$ cat src/rtl/muldiv_unit.sv
// Iterative RV32M multiply/divide unit.
// Fixed latency: XLEN shift-add or restoring-divide steps on operand magnitudes, then one
// cycle that applies sign correction and special cases and registers the result with done.
module muldiv_unit #(
    parameter int unsigned XLEN = 32
) (
    input  logic            clk,
    input  logic            rst,
    input  logic            start,
    input  logic [2:0]      funct3,
    input  logic [XLEN-1:0] inp1,
    input  logic [XLEN-1:0] inp2,
    output logic            busy,
    output logic            done,
    output logic [XLEN-1:0] result
);

    localparam int unsigned CntW = $clog2(XLEN);
    localparam logic [CntW-1:0] LastStep = CntW'(XLEN - 1);
    localparam logic [XLEN-1:0] MinNeg = {1'b1, {(XLEN-1){1'b0}}};

    typedef enum logic [1:0] {StIdle, StRun, StDone} state_e;

    state_e            state_q;
    logic [CntW-1:0]   cnt_q;
    logic [2:0]        op_q;
    // Multiply: {product high, multiplier shifting out}. Divide: {remainder, quotient/dividend}.
    logic [2*XLEN-1:0] acc_q;
    // Multiplicand magnitude or divisor magnitude.
    logic [XLEN-1:0]   opb_q;
    logic [XLEN-1:0]   dividend_q;
    logic              neg_q;
    logic              dvz_q;
    logic              ovf_q;
    logic              done_q;
    logic [XLEN-1:0]   result_q;

    // Operand decode at issue time
    logic            is_div_in;
    logic            a_signed_in;
    logic            b_signed_in;
    logic            a_neg_in;
    logic            b_neg_in;
    logic [XLEN-1:0] mag_a_in;
    logic [XLEN-1:0] mag_b_in;
    logic            neg_in;
    logic            ovf_in;

    // Per-cycle step and final result
    logic [XLEN:0]     mul_sum;
    logic [XLEN:0]     div_shift;
    logic [XLEN:0]     div_trial;
    logic [2*XLEN-1:0] acc_step;
    logic [2*XLEN-1:0] prod_signed;
    logic [XLEN-1:0]   quot_signed;
    logic [XLEN-1:0]   rem_signed;
    logic [XLEN-1:0]   final_res;

    // Classify the requested op and take operand magnitudes (2^(XLEN-1) stays unsigned).
    always_comb begin
        is_div_in   = funct3[2];
        if (is_div_in) begin
            a_signed_in = ~funct3[0];
            b_signed_in = ~funct3[0];
        end else begin
            a_signed_in = (funct3[1:0] == 2'b01) || (funct3[1:0] == 2'b10);
            b_signed_in = (funct3[1:0] == 2'b01);
        end
        a_neg_in = a_signed_in & inp1[XLEN-1];
        b_neg_in = b_signed_in & inp2[XLEN-1];
        mag_a_in = a_neg_in ? (~inp1 + 1'b1) : inp1;
        mag_b_in = b_neg_in ? (~inp2 + 1'b1) : inp2;
        // Remainder follows the dividend's sign; products and quotients follow the xor.
        if (is_div_in && funct3[1]) begin
            neg_in = a_neg_in;
        end else begin
            neg_in = a_neg_in ^ b_neg_in;
        end
        ovf_in = is_div_in && !funct3[0] && (inp1 == MinNeg) && (&inp2);
    end

    // One multiply or divide iteration on the accumulator
    always_comb begin
        mul_sum   = {1'b0, acc_q[2*XLEN-1:XLEN]} + (acc_q[0] ? {1'b0, opb_q} : '0);
        div_shift = {acc_q[2*XLEN-1:XLEN], acc_q[XLEN-1]};
        div_trial = div_shift - {1'b0, opb_q};
        if (op_q[2]) begin
            // Borrow out of the trial subtraction means the divisor did not fit.
            if (div_trial[XLEN]) begin
                acc_step = {div_shift[XLEN-1:0], acc_q[XLEN-2:0], 1'b0};
            end else begin
                acc_step = {div_trial[XLEN-1:0], acc_q[XLEN-2:0], 1'b1};
            end
        end else begin
            acc_step = {mul_sum, acc_q[XLEN-1:1]};
        end
    end

    // Sign correction, result selection and divide special cases
    always_comb begin
        prod_signed = neg_q ? (~acc_q + 1'b1) : acc_q;
        quot_signed = neg_q ? (~acc_q[XLEN-1:0] + 1'b1) : acc_q[XLEN-1:0];
        rem_signed  = neg_q ? (~acc_q[2*XLEN-1:XLEN] + 1'b1) : acc_q[2*XLEN-1:XLEN];
        final_res   = '0;
        if (!op_q[2]) begin
            if (op_q[1:0] == 2'b00) begin
                final_res = prod_signed[XLEN-1:0];
            end else begin
                final_res = prod_signed[2*XLEN-1:XLEN];
            end
        end else if (dvz_q) begin
            final_res = op_q[1] ? dividend_q : '1;
        end else if (ovf_q) begin
            final_res = op_q[1] ? '0 : MinNeg;
        end else begin
            final_res = op_q[1] ? rem_signed : quot_signed;
        end
    end

    // Control FSM with all state and registered outputs
    always_ff @(posedge clk or posedge rst) begin
        if (rst) begin
            state_q    <= StIdle;
            cnt_q      <= '0;
            op_q       <= '0;
            acc_q      <= '0;
            opb_q      <= '0;
            dividend_q <= '0;
            neg_q      <= 1'b0;
            dvz_q      <= 1'b0;
            ovf_q      <= 1'b0;
            done_q     <= 1'b0;
            result_q   <= '0;
        end else begin
            done_q <= 1'b0;
            unique case (state_q)
                StIdle: begin
                    if (start) begin
                        state_q    <= StRun;
                        cnt_q      <= '0;
                        op_q       <= funct3;
                        neg_q      <= neg_in;
                        dvz_q      <= (inp2 == '0);
                        ovf_q      <= ovf_in;
                        dividend_q <= inp1;
                        if (is_div_in) begin
                            acc_q <= {{XLEN{1'b0}}, mag_a_in};
                            opb_q <= mag_b_in;
                        end else begin
                            acc_q <= {{XLEN{1'b0}}, mag_b_in};
                            opb_q <= mag_a_in;
                        end
                    end
                end
                StRun: begin
                    acc_q <= acc_step;
                    cnt_q <= cnt_q + 1'b1;
                    if (cnt_q == LastStep) begin
                        state_q <= StDone;
                    end
                end
                StDone: begin
                    result_q <= final_res;
                    done_q   <= 1'b1;
                    state_q  <= StIdle;
                end
                default: begin
                    state_q <= StIdle;
                end
            endcase
        end
    end

    assign busy   = (state_q != StIdle);
    assign done   = done_q;
    assign result = result_q;

endmodule

$ cat config.mk
export PLATFORM = sky130hd
export DESIGN_NAME = muldiv_unit
export DESIGN_NICKNAME = d
export VERILOG_FILES = /design/src/rtl/muldiv_unit.sv
export SDC_FILE = /design/constraint.sdc
export NUM_CORES = 1
export LEC_CHECK = 0
export CORE_MARGIN = 5
export CORE_UTILIZATION = 55
export CTS_CLUSTER_SIZE = 28
export DETAILED_ROUTE_END_ITERATION = 7
export HOLD_SLACK_MARGIN = 0.08
export PLACE_DENSITY = 0.75
export RECOVER_POWER = 100
export SLEW_MARGIN = 10
export SYNTH_ARGS = -nofsm -noshare
export SYNTH_HDL_FRONTEND = slang
export SYNTH_SLANG_ARGS = --single-unit
$ cat constraint.sdc
create_clock -name clk -period 6.3 [get_ports clk]
set_input_delay 0.945 -clock clk [delete_from_list [all_inputs] [get_ports clk]]
set_output_delay 0.945 -clock clk [all_outputs]
set_load 0.03 [all_outputs]
==> impl_metrics.py <==
metrics = {
    "power": {
        "p_leak_nw": 7.32,
        "peakVddDrop_uv": 280,
        "powerDensity_nw_per_um2": 604,
    },
    "routing": {
        "vias_per_cell": 6.70,
        "drt_iter0_markers": 2547,
        "first_pass_iters": 6,
        "route.detailed.drc": 0,
        "routed_wl_um": 62200,
        "ant_nets": 0,
        "wire_per_inst_um": 24.2,
        "vias": 17200,
    },
    "synthesis": {
        "ys_types": 82,
        "avgSynthCellArea_um2": 7.53,
        "yosysWarnings": 0,
        "ys_ff_latch": 174,
        "syn-num-nets": 2320,
        "seq_area_frac_synth_pct": 26.6,
        "ys_top_cells_by_count": "311 x nand2_1, 197 x nor2_1, 191 x o21ai_0",
        "ys_async_sr_fraction_pct": 100,
        "synth_edf_count": 0,
        "synth.largest_area_cell": "dfrtp_1",
        "ys.flop_type": "dfrtp_1",
        "synth.most_common_cell": "nand2_1",
        "netlist_area_um2": 16400,
        "synthCells": 2176,
        "yosys.area.top_type_share_pct": 26.6,
        "synth.area.top_cells": "dfrtp_1 27%, nand2_1 7.1%, o21ai_0 5.8%, xnor2_1 5.6%, a21oi_1 5.6%",
    },
    "floorplanning": {
        "die_h_um": 183,
        "die_x_um": 183,
        "ios": 104,
        "die-area_um2": 33300,
        "start_util_pct": 55.5,
        "core_um2": 29500,
        "rows": 63,
    },
    "sta": {
        "fin_skew_ns": 0.0151,
        "period_share_pct": 74.2,
        "whs_ns": 0.476,
        "relSlewSlack_pct": -66.3,
        "tightestPinTransition_ns": 2.49,
        "tns_ns": 0,
        "slew_viol_final": 427,
        "finalSetupViolations": 0,
        "grt_setup_unrepaired": "no",
        "fin_crit_ns": 4.68,
        "max_freq_mhz": 214,
        "finalHoldViolations": 0,
    },
    "clock_network": {
        "cts_hold_buffers": 0,
        "cts_sinks": 174,
        "clock_latency_ns": 0.46,
        "cts_setup_buffers": 0,
        "path_clk_slew_ns": 0.08,
        "cts_tree": "done",
        "htreeDepth": 4,
        "numCtsBuffers": 17,
        "clockRootBuffer": "clkbuf_16",
        "ctsResizeCount": 0,
        "clockBufferDepth": 2,
    },
    "final_layout": {
        "finalNonFillerCells": 2570,
        "ff_latch_area_um2": 4360,
        "multi_input_area_um2": 11100,
        "syn_to_final_growth_pct": 9.75,
        "drive_gt1_share_pct": 3.58,
        "diodes": 0,
        "fillers": 2761,
        "nets": 2312,
        "final_core_util_pct": 61.0,
    },
    "status": {
        "violations": "capacitance limit, slew limit",
        "outcome": "finished with violations",
    },
    "global_route": {
        "grt_pass1_vias": 15800,
        "grtUsageTotal_pct": 36.4,
        "grt_pass1_wl_um": 94600,
        "grt_max_degree": 103,
        "gr-total-overflow": 0,
        "grt_antenna_before_repair": 0,
    },
    "run": {
        "drv_cap": 8,
    },
    "worst_setup_path": {
        "crit_required_ns": 6.67,
        "arrival_ns": 5.05,
        "critPathLaunchType": "input port",
        "crit_type": "in2reg",
        "cp_max_fo": 56,
        "crit_path_end_kind": "flip-flop",
    },
    "min_path": {
        "hp-class": "reg2reg",
    },
    "placement": {
        "placed_cells": 2539,
        "gp_congestion": 1.06,
        "io_buffers": 103,
        "post-dp-hpwl_um": 47600,
    },
}
[worst paths after layout]
check	start	endpoint	slack, ns	cells after the start
min reg2reg	result[5]	result[5]	0.48	2
max	start	acc_q[63]	1.62	8
max in group asynchronous	rst	dividend_q[31]	2.27	3
min in group asynchronous	rst	opb_q[9]	1.16	2
min	result[5]	result[5]	0.48	2
max reg2reg	acc_q[0]	result[10]	1.67	11
[state kept, by name, summed over array words and instances, names as in the netlist]
| register | count |
|---|---|
| acc_q | 64 |
| cnt_q | 5 |
| dividend_q | 32 |
| done | 1 |
| dvz_q | 1 |
| neg_q | 1 |
| op_q | 3 |
| opb_q | 32 |
| ovf_q | 1 |
| result | 32 |
| state_q | 2 |
[logic make-up (layout without fill, tap and decap cells)]
family          count (synthesis)  after routing  share of synthesized area [%]
compound gates                697            697                           26.9
flops                         174            174                           26.6
mux                            67             67                           4.13
buf+inv                       233            237                           5.79
simple gates                  735            735                           20.4
fa+ha+maj                      74             74                           5.75
xor+xnor                      196            196                           10.5
[worst max-delay path, cell delays in order]
cell and delay, ns:
dlygate4sd3_1 0.56, and2_0 0.66, buf_4 0.56, nor2_1 0.30, clkbuf_1 1.24, nand2_1 0.25
and3_1 0.28, a211oi_1 0.23
[where the power goes]
group          leakage (nW)  internal (mW)  switching [mW]  total (mW)
registers              2.02           1.59           0.906        2.50
clock network         0.278          0.530           0.566        1.10
logic                  5.02           2.79            4.48        7.27
[layout by cell type (no fill, tap or decap), types with 49 or more instances in the layout]
cell type / instances
nand2_1: 311
xnor2_1: 105
nor2_1: 196
ha_1: 72
o211ai_1: 49
a211oi_1: 49
a21oi_1: 183
xor2_1: 91
clkdlybuf4s50_1: 66
dfrtp_1: 172
mux2i_1: 62
inv_1: 79
o21ai_0: 192
[through the flow]
| stage | power [mW] | cell area [µm²] | setup slack, ns |
|---|---|---|---|
| after floorplan | 7.44 | 16400 | 0.638 |
| after global placement | 9.40 | 17400 | 2.14 |
| after detailed placement | 9.50 | 17400 | 2.09 |
| after CTS | 10.6 | 18000 | 2.10 |
| after global routing | 11.5 | 18000 | 1.39 |
| final | 10.9 | 18000 | 1.62 |
[layout make-up]
class	count	share of cell area [%]
clock buffers	17	2.37
clock inverters	14	0.863
inverters	81	1.72
multi-input cells	1769	61.6
flip-flops and latches	174	24.2
well taps	390	2.72
repair buffers	125	6.46
[per-layer routing]
metal | track usage (%) | share of wire, % | vias to the layer above | routed length [µm]
met5 | 0 | 0 | - | 0
met2 | 55.9 | 43 | 1042 | 27000
met1 | 49.6 | 41 | 8213 | 25400
met4 | 16.0 | 5.5 | 0 | 3430
li1 | - | - | 7775 | -
met3 | 7.71 | 10 | 185 | 6400
Power figures use the tool's default switching activity.
